===== src/rtl/cr_pkg.sv =====
// Shared constants, write-mask function and flush FSM encoding for the
// control-register file.
package cr_pkg;

  localparam int unsigned MAX_DATA_WIDTH = 64;

  localparam int unsigned CR0_IDX = 0;
  localparam int unsigned CR2_IDX = 2;
  localparam int unsigned CR3_IDX = 3;

  localparam int unsigned PE_BIT = 0;
  localparam int unsigned MP_BIT = 1;
  localparam int unsigned EM_BIT = 2;
  localparam int unsigned TS_BIT = 3;
  localparam int unsigned R_BIT  = 4;

  typedef enum logic [1:0] {
    IDLE = 2'd0,
    REQ  = 2'd1,
    REQ1 = 2'd2
  } flush_state_t;

  // Storable bits of register idx. Slots not listed here are reserved and
  // read as zero. Callers keep the low `width` bits.
  function automatic logic [MAX_DATA_WIDTH-1:0] cr_write_mask(input int unsigned idx,
                                                              input int unsigned width);
    logic [MAX_DATA_WIDTH-1:0] m;
    m = '0;
    if (idx == CR0_IDX) begin
      for (int unsigned i = PE_BIT; i <= R_BIT; i++) m[i] = 1'b1;
      m[width-1] = 1'b1;
    end else if (idx == CR2_IDX) begin
      for (int unsigned i = 0; i < MAX_DATA_WIDTH; i++) if (i < width) m[i] = 1'b1;
    end else if (idx == CR3_IDX) begin
      for (int unsigned i = 12; i < MAX_DATA_WIDTH; i++) if (i < width) m[i] = 1'b1;
    end
    return m;
  endfunction

endpackage


===== src/rtl/tlb_flush_sequencer.sv =====
// TLB-invalidate handshake sequencer with a single collapsing pending flag.
//
// state | meaning
// IDLE  | no flush in progress
// REQ   | tlb_flush_req asserted, waiting for ack
// REQ1  | one-cycle gap before re-issuing a pending flush
module tlb_flush_sequencer
  import cr_pkg::*;
(
  input  logic clock,
  input  logic reset,
  input  logic trigger,
  input  logic ack,
  output logic req,
  output logic busy
);

  flush_state_t state_q, state_d;
  logic         pending_q, pending_d;

  always_ff @(posedge clock or posedge reset) begin
    if (reset) begin
      state_q   <= IDLE;
      pending_q <= 1'b0;
    end else begin
      state_q   <= state_d;
      pending_q <= pending_d;
    end
  end

  always_comb begin
    state_d   = state_q;
    pending_d = pending_q;
    req       = 1'b0;
    case (state_q)
      IDLE: begin
        if (trigger) state_d = REQ;
      end
      REQ: begin
        req = 1'b1;
        if (ack) begin
          // A trigger landing with the ack is served by the next flush.
          if (pending_q || trigger) begin
            state_d   = REQ1;
            pending_d = 1'b0;
          end else begin
            state_d = IDLE;
          end
        end else if (trigger) begin
          pending_d = 1'b1;
        end
      end
      REQ1: begin
        state_d = REQ;
        if (trigger) pending_d = 1'b1;
      end
      default: state_d = IDLE;
    endcase
  end

  assign busy = (state_q != IDLE) | pending_q;

endmodule


===== src/rtl/control_register_file.sv =====
// CR0..CR(N-1) register file with per-register write masks, CR2 fault
// capture, CLTS and TLB-flush triggering on CR3 loads / CR0.PG changes.
module control_register_file
  import cr_pkg::*;
#(
  parameter  int DATA_WIDTH = 32,
  parameter  int REG_COUNT  = 8,
  parameter  int READ_PORTS = 2,
  localparam int IDX_WIDTH  = $clog2(REG_COUNT)
) (
  input  logic                  clock,
  input  logic                  reset,
  input  logic                  write_enable,
  input  logic [IDX_WIDTH-1:0]  write_index,
  input  logic [DATA_WIDTH-1:0] write_data,
  input  logic [IDX_WIDTH-1:0]  read_index [READ_PORTS],
  output logic [DATA_WIDTH-1:0] read_data  [READ_PORTS],
  input  logic                  clts,
  input  logic                  page_fault_valid,
  input  logic [DATA_WIDTH-1:0] page_fault_address,
  output logic                  tlb_flush_req,
  input  logic                  tlb_flush_ack,
  output logic                  busy,
  output logic                  PE,
  output logic                  MP,
  output logic                  EM,
  output logic                  TS,
  output logic                  R,
  output logic                  PG,
  output logic [DATA_WIDTH-13:0] page_directory_base
);

  // Indices past REG_COUNT get a slot with an all-zero mask, so they read 0.
  localparam int SLOTS = 1 << IDX_WIDTH;

  logic [DATA_WIDTH-1:0] cr_q    [SLOTS];
  logic [DATA_WIDTH-1:0] cr_d    [SLOTS];
  logic [DATA_WIDTH-1:0] wr_mask [SLOTS];
  logic                  flush_trigger;

  for (genvar g = 0; g < SLOTS; g++) begin : g_mask
    localparam logic [MAX_DATA_WIDTH-1:0] FULL_MASK = cr_write_mask(g, DATA_WIDTH);
    assign wr_mask[g] = FULL_MASK[DATA_WIDTH-1:0];
  end

  always_comb begin
    for (int i = 0; i < SLOTS; i++) cr_d[i] = cr_q[i];
    if (write_enable) cr_d[write_index] = write_data & wr_mask[write_index];
    if (clts) cr_d[CR0_IDX][TS_BIT] = 1'b0;
    if (page_fault_valid) cr_d[CR2_IDX] = page_fault_address;
  end

  always_ff @(posedge clock or posedge reset) begin
    if (reset) begin
      for (int i = 0; i < SLOTS; i++) cr_q[i] <= '0;
    end else begin
      for (int i = 0; i < SLOTS; i++) cr_q[i] <= cr_d[i];
    end
  end

  always_comb begin
    for (int p = 0; p < READ_PORTS; p++) read_data[p] = cr_q[read_index[p]];
  end

  assign flush_trigger = write_enable &&
                         ((write_index == IDX_WIDTH'(CR3_IDX)) ||
                          ((write_index == IDX_WIDTH'(CR0_IDX)) &&
                           (write_data[DATA_WIDTH-1] != cr_q[CR0_IDX][DATA_WIDTH-1])));

  tlb_flush_sequencer u_flush (
    .clock   (clock),
    .reset   (reset),
    .trigger (flush_trigger),
    .ack     (tlb_flush_ack),
    .req     (tlb_flush_req),
    .busy    (busy)
  );

  assign PE = cr_q[CR0_IDX][PE_BIT];
  assign MP = cr_q[CR0_IDX][MP_BIT];
  assign EM = cr_q[CR0_IDX][EM_BIT];
  assign TS = cr_q[CR0_IDX][TS_BIT];
  assign R  = cr_q[CR0_IDX][R_BIT];
  assign PG = cr_q[CR0_IDX][DATA_WIDTH-1];
  assign page_directory_base = cr_q[CR3_IDX][DATA_WIDTH-1:12];

endmodule


===== config.mk =====
export PLATFORM = sky130hd
export DESIGN_NAME = control_register_file
export DESIGN_NICKNAME = d
export VERILOG_FILES = /design/src/rtl/cr_pkg.sv /design/src/rtl/tlb_flush_sequencer.sv /design/src/rtl/control_register_file.sv
export SDC_FILE = /design/constraint.sdc
export NUM_CORES = 1
export LEC_CHECK = 0
export ABC_AREA = 1
export BUFFER_PORTS_ARGS = -buffer_cell sky130_fd_sc_hd__buf_2
export CELL_PAD_IN_SITES_DETAIL_PLACEMENT = 0
export CELL_PAD_IN_SITES_GLOBAL_PLACEMENT = 2
export CORE_UTILIZATION = 31
export DETAILED_ROUTE_END_ITERATION = 8
export PLACE_DENSITY_LB_ADDON = 0.1
export SLEW_MARGIN = 40
export SYNTH_ARGS = -nofsm -noshare
export SYNTH_HDL_FRONTEND = slang
export SYNTH_SLANG_ARGS = --single-unit

===== constraint.sdc =====
create_clock -name clock -period 9.1 [get_ports clock]
set_clock_uncertainty 0.05 [all_clocks]
set_input_delay 1.82 -clock clock [delete_from_list [all_inputs] [get_ports clock]]
set_output_delay 1.82 -clock clock [all_outputs]
set_load 0.02 [all_outputs]

* Word level (Yosys, flattened, before mapping)
Memories as Yosys holds them, arrays and structs flattened.
Index checks and enable logic that the tools add are counted.
** Cells by class
- Order comparisons :: 4
- Eq/ne operators :: 7
- Muxes and demuxes :: 23
- Bitwise operators :: 5
- Reductions and logical operators :: 13
** Operators by type and width (number)
- $bwmux 256 :: 1
- $mux 32 :: 8
- $mux 228 :: 1
- $bmux 32 s3 :: 2
- $demux 32 s3 :: 1
- $and 32x32->32 :: 1
- $ge 4x4->1 const B :: 3
- $not 3->4 :: 3
- $reduce_bool 2->1 :: 4
- $mux 2 :: 3
- $pmux 2 s3 :: 1
- $mux 1 :: 5
- $lt 4x1->1 const B :: 1
- $reduce_and 2->1 :: 2
- $eq 3x2->1 const B :: 1
- $logic_and 1x1->1 :: 3
- $logic_not 3->1 :: 1
- $ne 3x2->1 const B :: 1
- $eq 2x1->1 const B :: 1
- $eq 2x2->1 const B :: 1
- $logic_not 2->1 :: 1
- $logic_or 1x1->1 :: 2
- $ne 2x1->1 const B :: 1
- $ne 2x2->1 const B :: 1
- 3 further kinds :: 3
** Storage, ports and cells
- Register bits :: 259
- Memory bits (read-only) :: 256
- Input port bits :: 79
- Output and inout bits :: 92
- Word-level logic and storage cells :: 64
- Memories kept :: 1
** Memory list
- (no name shown) :: words 8, bits a word 32, rd ports 1, clocked after memory_dff 0, wr ports 0, line control_register_file.sv:48 : if (write_enable) cr_d[write_index] = write_data & wr_mask[write_index];

* Depth between registers and ports, before layout
Gate-level depths: netlist of run 1.
- Depth in word-level cells :: 8
- Depth in mapped cells :: 9
- Depth with buffers taken out :: 8

* Hierarchy
A second synthesis of run 1 with hierarchy kept.
** Second synthesis, totals
- Cell total of the unflattened synthesis :: 2196
- Area, all modules :: 14522.7 µm²
** Modules (own cells, without submodules)
- control_register_file :: instances 1, cells an instance 2175, area each 14361.3 µm², seq. area each 6406.1 µm²
- tlb_flush_sequencer :: instances 1, cells an instance 21, area each 161.4 µm², seq. area each 75.1 µm²

* Worst setup path after synthesis of run 1
No wires, ideal clock.
- Path type :: in2out
- Start :: input read_index[3] in the netlist's numbering
- End :: output read_data[55] in the netlist's numbering
- Arrival time :: 2.756 ns
- Data required time :: 7.230 ns
- Setup slack :: 4.474 ns
- Stages on the path :: 7
- Buffers on the path :: 3
- Path through :: buf_4 > inv_4 > buf_4 > clkbuf_1 > o21ai_0 > nand3_1 > o21a_1
** RTL lines
- from (decl) :: line control_register_file.sv:16 : input logic [IDX_WIDTH-1:0] read_index [READ_PORTS],
- to (decl) :: line control_register_file.sv:17 : output logic [DATA_WIDTH-1:0] read_data [READ_PORTS],

==> metrics.md, run 1 <==
| Metric | Value |
|---|---|
| Minimum clock period | 6.15 ns |
| Initial antenna violation count | 1 |
| Highest clock rate | 163 MHz |
| Setup crit start | read_index[0] |
| Htree depth | 2 |
| CP peak stage delay | about 0.54 ns |
| Share of synthesized cell area in and, or, nand and nor gates | 0.159 |
| Clock tree buffer depth | 3 |
| First-pass GRT wire length | about 76000 µm |
| Post-synthesis mux area share | 0 |
| Top cell type's share of synthesized area | 0.478 |
| Pwr Total | approximately 3.4 mW |
| Final ANT Viol Nets | 0 |
| TritonCTS clock tree | done |
| Yosys top cell by area | dfrtp_1 |
| Synth Net Count | 1850 |
| # hold bufs at CTS | 0 |
| Most frequent cells in the layout | o21ai_0 (300), nor2_1 (276), dfrtp_1 (259) |
| Worst-Margin Slew | 0.812 ns |
| Largest family of logic cells by synthesized area | compound AO/OA/AOI/OAI gates |
| DRC Markers | 0 |
| Hold_sp | cr_q[196] |
| # clock sinks | 259 |
| Post-synth EDFFs | 0 |
| Worst setup SP type | primary input |
| Synth cell types | 28 |
| Register area share after synthesis | 0.478 |
| DIE AREA | about 45000 µm² |
| Effective utilization at floorplan | 0.315 |
| Synth Area in Compound Gates | 0.238 |
| Place WS | 2.96 ns |
| Total Wirelength | 50100 µm |
| Grt ovf | 0 |
| Setup crit end kind | output port |
| Post-synthesis cell count | 1767 |
| Vias in the first global route | between 10000 and 15000 |
| Leakage | 7.25 nW |
| Post-CTS setup buffer count | 0 |
| Setup CP Type | primary input to output port |
| Final Max Slew Viols | 0 |
| Routed vias | 12100 |
| Initial DRT Pass Iterations | 6 |
| DRT iter0 DRCs | 736 |
| Core Box Area | 43100 µm² |
| Final hold vios | 0 |
| Synth area leaders | dfrtp_1 (48%), o21ai_0 (11%), nor2_1 (7.8%) |
| Max IR drop VDD | 0.112 mV |
| Power Dens Cells | 213 nW/µm² |
| CP dominant cell by count | buf_4 |
| Worst relative slew slack | 0.458 |
| Setup-failing EPs final | 0 |
| CP max FO | between 70 and 80 |
| Max-cap violations | 0 |
| Crit path required time | 7.23 ns |
| Xor/xnor share of the synthesized area | 0 |
| WL/cell | 20.4 µm |
| Hold Path Class | flop to flop |
| Hold WS | 0.450 ns |
| Final worst-path cycle share | 0.676 |
| Largest net degree at the start of global routing | 106 |
| Vias/cell | 4.92 |
| Die height | 211 µm |
| Most frequently used flop master after synthesis | dfrtp_1 |
| Die X | ~210 µm |
| Clock-pin slew on the worst setup and hold paths | 0.05 ns |
| Synth Area in Adders | 0.00369 |
| Worst setup margin | 2.95 ns |
| Root buf cell | clkbuf_16 |
| Total GRT Usage | 0.228 |
| Layout Cells excl Fill | 2454 |
| Setup TNS | 0 ns |
| Synthesized area | ~14000 µm² |
| Syn-to-layout area delta | 16.3% |
| Seq cells post-synth | 259 |
| FF-to-FF Start | PG |
| Crit-path cells | buf_4, inv_2, buf_4, a21oi_1, o21ai_0, nand3_1, o21a_1, buf_2 |
| Critical-path top delay cell | buf_4 |
| Avg Inst Size Synth | 7.67 µm² |
| Async set-reset flop share out of synthesis | 1.00 |
| Layout cells sized above 1 | 0.142 |
| Status | completed |
| RSZ-0062 raised after global routing | no |
| Placed instance count | between 2000 and 2500 |
| Leading cell type in the layout, fill and taps excluded | o21ai_0 |
| Worst-Skew Late Latency | 0.54 ns |
| Critical Path AT | 4.28 ns |
| Synth Warn # | 0 |
| Placer congestion estimate | 0.782 |
| Hpwl dp | approximately 32000 µm |
| Ports | around 170 |
| Cts repair resizes | 0 |
| TritonCTS Buffers | 34 |
| Buffers on Ports | 170 |
| Rows | 76 |
| Final #Nets | 1926 |
==> Yosys cell counts, types with 4 or more instances <==
cell and n:
o21ai_0 300, nor2_1 282, dfrtp_1 259, inv_1 218, a21oi_1 193, nand2_1 135
nand3_1 98, o21a_1 64, buf_2 56, clkbuf_1 48, o21ai_1 33, buf_4 30
a22oi_1 13, buf_1 8, buf_6 7, inv_2 6, ha_1 4
==> sequential cells by signal (all words and copies together) (netlist names) <==
name / count
cr_q: 230
page_directory_base: 20
u_flush.state_q: 2
EM: 1
MP: 1
PE: 1
PG: 1
R: 1
TS: 1
u_flush.pending_q: 1
==> worst max-delay path: cells and delay by family <==
kind,cells,cell delay (ns)
AO/OA/AOI/OAI,3,0.53
buffers and inverters,4,1.69
AND/OR/NAND/NOR,1,0.10
==> logic make-up (layout without fill, tap and decap cells) <==
group	Yosys count	count (layout)
AO/OA/AOI/OAI	605	605
AND/OR/NAND/NOR	525	525
buffers and inverters	374	475
flip-flops	259	259
adder cells (fa/ha/maj)	4	4
other	0	1
==> where the power goes <==
group | internal (mW) | switching (mW)
Clock | 0.884 | 0.534
Sequential | 1.24 | 0.0941
Combinational | 0.194 | 0.406
Total | 2.32 | 1.03
==> final timing paths <==
check	slack [ns]	endpoint	cells after the start
max reg2reg	7.82	u_flush.state_q[1]	8
min in group asynchronous	1.24	cr_q[107]	2
min reg2reg	0.45	cr_q[196]	2
min	0.45	cr_q[196]	2
max in group asynchronous	6.46	page_directory_base[9]	4
max	2.95	read_data[0]	8
==> per-layer routing <==
layer | part of all wire | wire length [µm] | up-vias | GRT usage
li1 | - | - | 5875 | -
met1 | 0.45 | 22300 | 5833 | 0.299
met5 | 0.00016 | 8 | - | 0
met3 | 0.041 | 2040 | 82 | 0.0358
met4 | 0.040 | 2010 | 2 | 0.0927
met2 | 0.47 | 23700 | 286 | 0.375
==> final cells by class <==
cell class | instances | area [µm²]
fillers | 4632 | 27300
inverters | 225 | 861
diodes | 1 | 2.50
clock buffers | 54 | 1100
flip-flops and latches | 259 | 6480
multi-input cells | 1134 | 5440
repair buffers | 189 | 1050
well taps | 585 | 732
clock inverters | 7 | 87.6
==> per-stage QoR <==
stage,area (µm²),util
floorplan,13500,-
global placement,14500,0.337
detailed placement,14500,0.338
CTS,15700,0.365
global route,15700,0.366
finish,15800,0.366
Note: power is estimated with default switching activity, not from simulation.
==> run 2, diff against run 1 <==
clock period = 5.6 ns   (was 9.1 ns; I/O delays follow)
==> run 2 against run 1 <==
Compared with the run above:
- clock power is 54% higher
- utilization rose by 0.17 points
- first-iteration DRC count shrank 4.1%
- highest routed layer is now met4
- largest power group unchanged
- routed wire length is 0.99% lower
==> metrics.md, run 2 (synthesis results as in run 1) <==
| Metric | Value |
|---|---|
| Status | completed |
| Hpwl dp | 31200 µm (-1.3%) |
| DRT iter0 DRCs | 706 (-4.1%) |
| Critical Path AT | 2.97 ns (-1.31 ns) |
| Setup CP Type | primary input to output port |
| Initial antenna violation count | 1 (unchanged) |
| CP peak stage delay | 0.64 ns (+0.10 ns) |
| Fillers | 4559 (-1.6%) |
| DIE AREA | 44500 µm² (unchanged) |
| Setup crit start | read_index[3] |
| Core Box Area | 43100 µm² (unchanged) |
| Grt ovf | 0 (unchanged) |
| Ports | 171 (unchanged) |
| Worst-Margin Slew | 0.843 ns (+0.0304 ns) |
| Final hold vios | 0 (unchanged) |
| Area post-placement | 14700 µm² (+0.99%) |
| Leakage | 7.27 nW (+0.35%) |
| Htree depth | 2 (unchanged) |
| Crit path required time | 4.43 ns (-2.80 ns) |
| Cts repair resizes | 0 (unchanged) |
| Vias in the first global route | 11900 (-0.47%) |
| TritonCTS clock tree | done |
| Worst setup SP type | primary input |
| Hold Path Class | flop to flop |
| Ant diodes | 0 (-1) |
| Total Wirelength | 49600 µm (-0.99%) |
| GRT busiest layer | met2 |
| Rows | 76 (unchanged) |
| Effective utilization at floorplan | 0.315 (unchanged) |
| Leading cell type in the layout, fill and taps excluded | o21ai_0 |
| Setup TNS | 0 ns (unchanged) |
| Clock-pin slew on the worst setup and hold paths | 0.05 ns (about the same) |
| Largest net degree at the start of global routing | 161 (+52%) |
| Max IR drop VDD | 0.187 mV (+68%) |
| Root buf cell | clkbuf_16 |
| FF-to-FF Start | PG |
| GRT met1 Usage | 0.301 (+0.00199) |
| Met3 usage | 0.0291 (-0.00669) |
| Die X | 211 µm (unchanged) |
| Most flop-heavy register | cr_q |
| Power Dens Cells | 338 nW/µm² (+59%) |
| Max reg flops | 230 (unchanged) |
| Final #Nets | 1935 (+0.47%) |
| Buffers on Ports | 170 (unchanged) |
| Setup-failing EPs final | 0 (unchanged) |
| Clock tree buffer depth | 3 (unchanged) |
| Most frequent cells in the layout | o21ai_0 (300), nor2_1 (275), dfrtp_1 (259) |
| Syn-to-layout area delta | 16.8% |
| Worst-Skew Late Latency | 0.54 ns (about the same) |
| CP dominant cell by count | buf_4 |
| # clock sinks | 259 (unchanged) |
| Highest clock rate | 242 MHz |
| Critical-path top delay cell | buf_4 |
| Met2 usage | 0.381 (+0.00601) |
| Die height | 211 µm (unchanged) |
| Crit-path cells | buf_4, buf_4, a21oi_1, o21ai_0, nand3_1, o21a_1, buf_2 |
| R2R depth | 8 (unchanged) |
| # hold bufs at CTS | 0 (unchanged) |
| Setup crit end | read_data[54] |
| Post-CTS setup buffer count | 0 (unchanged) |
| Total GRT Usage | 0.228 (-0.000710) |
| Minimum clock period | a little over 4 ns |
| Worst reg2reg path endpoint | u_flush.state_q[0] |
| RSZ-0062 raised after global routing | no |
| WL/cell | 20.2 µm (-1.2%) |
| CP max FO | 74 (-2.6%) |
| Final worst-path cycle share | 0.739 |
| Worst relative slew slack | 0.438 (-0.0202) |
| TritonCTS Buffers | 35 (+2.9%) |
| Vias/cell | 4.90 (-0.38%) |
| Final ANT Viol Nets | 0 (unchanged) |
| Setup crit end kind | output port |
| Layout cells sized above 1 | 0.143 (+0.000611) |
| Routed vias | 12100 (-0.17%) |
| First-pass GRT wire length | 75700 µm (about the same) |
| Final Max Slew Viols | 0 (unchanged) |
| Post-route cell area | 15800 µm² (+0.46%) |
| Initial DRT Pass Iterations | 5 (-1) |
| Hold WS | 0.450 ns (-0.000538 ns) |
| DRC Markers | 0 (unchanged) |
| Max-cap violations | 0 (unchanged) |
| R2R setup slack | 4.40 ns (-3.42 ns) |
| Placer congestion estimate | 0.793 (+1.4%) |
| Pwr Total | 5.34 mW (+59%) |
[run 2: area by class of cell]
cell class / instances / area [µm²] / area share
timing repair buffer: 197 / 1200 / 0.0756
clock buffer: 56 / 1070 / 0.0674
sequential: 259 / 6480 / 0.410
clock inverter: 3 / 43.8 / 0.00277
tap: 585 / 732 / 0.0463
inverter: 225 / 856 / 0.0541
multi-input combinational: 1134 / 5450 / 0.344
[run 2: layer usage]
metal,up-vias,part of all wire
met5,-,0
met2,282,0.48
met3,68,0.037
li1,5888,-
met1,5819,0.45
met4,0,0.028
[run 2: how the worst min path moves through the flow]
| stage | start | endpoint | slack, ns | cells after the start |
|---|---|---|---|---|
| 3_5_place_dp | cr_q[88] | cr_q[88] | 0.44 | 2 |
| 4_1_cts | cr_q[248] | cr_q[248] | 0.45 | 2 |
| 6_report | cr_q[41] | cr_q[41] | 0.45 | 2 |
| 3_3_place_gp | cr_q[194] | cr_q[194] | 0.43 | 2 |
| 5_1_grt | cr_q[212] | cr_q[212] | 0.47 | 2 |
| 2_1_floorplan | cr_q[183] | cr_q[183] | 0.40 | 2 |
[run 2: through the flow]
stage,std cells,util,worst slack (ns)
6_report,2459,0.367,1.46
5_1_grt,2459,0.367,1.31
4_1_cts,2458,0.367,1.46
3_5_place_dp,2399,0.341,1.47
3_3_place_gp,2396,0.339,1.45
2_1_floorplan,1767,-,1.02
[run 2: power by group]
part	switching (mW)	internal, mW	leakage, nW
clock network	0.849	1.34	0.543
logic	0.665	0.326	3.24
registers	0.146	2.01	3.49
total	1.66	3.68	7.27
[run 2: critical path, delay by kind of cell]
| family | cells | cell delay, ns |
|---|---|---|
| buffers and inverters | 3 | 1.14 |
| AND/OR/NAND/NOR | 1 | 0.18 |
| AO/OA/AOI/OAI | 3 | 0.44 |
==> run 3, diff against run 2 <==
ABC_AREA = 0   (was 1)
CORE_UTILIZATION = 42   (was 31)
clock period = 4.1 ns   (was 5.6 ns; I/O delays follow)
==> run 3 against run 2 <==
Compared with the run above:
- utilization grew 12 points
- critical path depth shrank 2
- die area shrank 26%
- flip-flop and latch count is the same
- combinational power shrank 18%
- largest cell class unchanged
==> metrics.md, run 3 <==
| Metric | Value |
|---|---|
| Worst-Margin Slew | 0.788 ns (-0.0552 ns) |
| Most flop-heavy register | cr_q |
| Setup crit end | read_data[43] |
| Synthesized area | 13500 µm² (-0.68%) |
| Effective utilization at floorplan | 0.426 (+0.112) |
| Pwr Total | 6.09 mW (+14%) |
| Final worst-path cycle share | 0.815 |
| First-pass GRT wire length | 52700 µm (-30%) |
| Post-synth top cells | dfrtp_1 (259), and2_1 (134), mux2_2 (84), mux4_1 (84), nor2b_1 (69) |
| Synth cell types | 34 (+21%) |
| Synth Net Count | 997 (-46%) |
| Final Max Slew Viols | 0 (unchanged) |
| Layout cells sized above 1 | 0.349 (+0.206) |
| Fin util | 0.491 (+0.123) |
| Htree depth | 1 (-1) |
| Synth Warn # | 0 (unchanged) |
| Fillers | 2808 (-38%) |
| Highest clock rate | roughly 300 MHz |
| Final hold vios | 0 (unchanged) |
| Setup CP Type | primary input to output port |
| Vias in the first global route | 8494 (-29%) |
| Post-synthesis cell count | 914 (-48%) |
| Vias/cell | 5.46 (+11%) |
| Critical Path AT | 2.47 ns (-0.50 ns) |
| Rows | 65 (-14%) |
| Setup crit end kind | output port |
| Worst relative slew slack | 0.475 (+0.0368) |
| R2R depth | 6 (-2) |
| R2R setup slack | 2.72 ns (-1.68 ns) |
| CP max FO | 21 (-72%) |
| Post-route cell area | 15500 µm² (-2.2%) |
| Largest net degree at the start of global routing | 121 (-25%) |
| Hold Path Class | primary input to flop |
| Core Box Area | 31600 µm² (-27%) |
| Async set-reset flop share out of synthesis | 1.00 (unchanged) |
| Routed vias | 8041 (-33%) |
| Hpwl dp | 20400 µm (-35%) |
| TritonCTS clock tree | done |
| Post-synth EDFFs | 0 (unchanged) |
| Hold WS | 0.377 ns (-0.0723 ns) |
| Setup-failing EPs final | 0 (unchanged) |
| Crit path required time | 3.23 ns (-1.20 ns) |
| TritonCTS Buffers | 29 (-17%) |
| WL/cell | 22.4 µm (+11%) |
| Worst reg2reg path endpoint | u_flush.state_q[0] |
| Syn-to-layout area delta | 15.0% |
| Most frequently used flop master after synthesis | dfrtp_1 |
| Max reg flops | 230 (unchanged) |
| Die height | 181 µm (-14%) |
| Buffers on Ports | 170 (unchanged) |
| Leading cell type in the layout, fill and taps excluded | dfrtp_1 |
| # hold bufs at CTS | 0 (unchanged) |
| Clock-pin slew on the worst setup and hold paths | 0.06 ns (about the same) |
| # clock sinks | 259 (unchanged) |
| RSZ-0062 raised after global routing | no |
| Max IR drop VDD | 0.308 mV (+64%) |
| Grt ovf | 0 (unchanged) |
| Placer congestion estimate | 0.745 (-6.0%) |
| Worst-Skew Late Latency | 0.53 ns (about the same) |
| Critical-path top delay cell | mux4_1 |
| Area post-placement | 14600 µm² (-0.83%) |
| Total Wirelength | 33000 µm (-34%) |
| CP peak stage delay | 0.59 ns (-0.05 ns) |
| Yosys top cell by area | dfrtp_1 |
| Initial DRT Pass Iterations | 4 (-1) |
| Power Dens Cells | 393 nW/µm² (+16%) |
| Initial antenna violation count | 2 (+1) |
| Max-cap violations | 0 (unchanged) |
| FF-to-FF Start | u_flush.state_q[1] |
| Avg Inst Size Synth | 14.7 µm² (+92%) |
| DRT iter0 DRCs | 398 (-44%) |
| Register area | 6480 µm² (unchanged) |
| Ports | 171 (unchanged) |
| DRC Markers | 0 (unchanged) |
| Cts repair resizes | 0 (unchanged) |
| Final ANT Viol Nets | 0 (unchanged) |
| Leakage | 7.75 nW (+6.6%) |
| Top cell type's share of synthesized area | 0.482 (+0.00329) |
| DIE AREA | 32800 µm² (-26%) |
| Die X | 181 µm (-14%) |
| Synth area leaders | dfrtp_1 (48%), mux4_1 (16%), mux2_2 (7.0%) |
| Seq cells post-synth | 259 (unchanged) |
| Root buf cell | clkbuf_16 |
| Total GRT Usage | 0.209 (-0.0186) |
| Crit-path cells | buf_4, buf_12, mux4_1, mux2_2, buf_2 |
| Area used by multi-input combinational logic | 6340 µm² (+16%) |
| Status | completed |
| Final #Nets | 1133 (-41%) |
| Clock tree buffer depth | 3 (unchanged) |
| Most common cell in the netlist | dfrtp_1 |
| Post-CTS setup buffer count | 0 (unchanged) |
| Worst setup SP type | primary input |
| Register area share after synthesis | 0.482 (+0.00329) |
| Most frequent cells in the layout | dfrtp_1 (259), buf_2 (166), and2_1 (134) |
| Minimum clock period | 3.34 ns |
| Setup crit start | read_index[4] |
==> run 3: kinds of logic (layout without fill, tap and decap cells) <==
kind of cell,count (synthesis),in the layout,share of synthesized area
simple gates,268,268,0.118
compound gates,44,44,0.0181
xor+xnor,1,1,0.000651
flops,259,259,0.482
other cells,0,1,0
fa+ha+maj,4,4,0.00372
buf+inv,97,252,0.0478
mux,241,241,0.330
==> run 3: worst min-delay path by stage <==
stage,end,start,depth (start not counted)
after detailed placement,cr_q[243],cr_q[243],1
after global routing,TS,clts,2
after floorplan,cr_q[35],cr_q[35],1
after CTS,TS,clts,2
final,TS,clts,2
after global placement,cr_q[35],cr_q[35],1
==> run 3: through the flow <==
stage / std cells / worst slack [ns] / setup TNS [ns]
2_1_floorplan: 914 / -0.184 / -47.55
3_3_place_gp: 1421 / 0.725 / 0
3_5_place_dp: 1421 / 0.720 / 0
4_1_cts: 1471 / 0.718 / 0
5_1_grt: 1471 / 0.686 / 0
6_report: 1472 / 0.758 / 0
==> run 3: cell type report <==
cell class | instances | share of cell area
sequential | 259 | 0.419
multi-input combinational | 558 | 0.410
timing repair buffer | 197 | 0.0787
clock buffer | 44 | 0.0538
tap | 402 | 0.0325
clock inverter | 6 | 0.00517
inverter | 5 | 0.00146
antenna | 1 | 0.000162
==> run 3: where the power goes <==
group	internal (mW)	total, mW	switching (mW)
Clock	1.51	2.54	1.03
Combinational	0.358	0.810	0.452
Sequential	2.65	2.74	0.0887
==> run 3: critical path, delay by kind of cell <==
family,cells,cell delay [ns]
buf+inv,3,0.75
mux,2,0.88
==> run 3: metal layers <==
metal | vias up | track usage | routed length [µm]
met3 | 37 | 0.0320 | 1660
li1 | 3634 | - | -
met5 | - | 0 | 11
met4 | 2 | 0.0420 | 595
met2 | 180 | 0.326 | 15300
met1 | 4188 | 0.311 | 15400
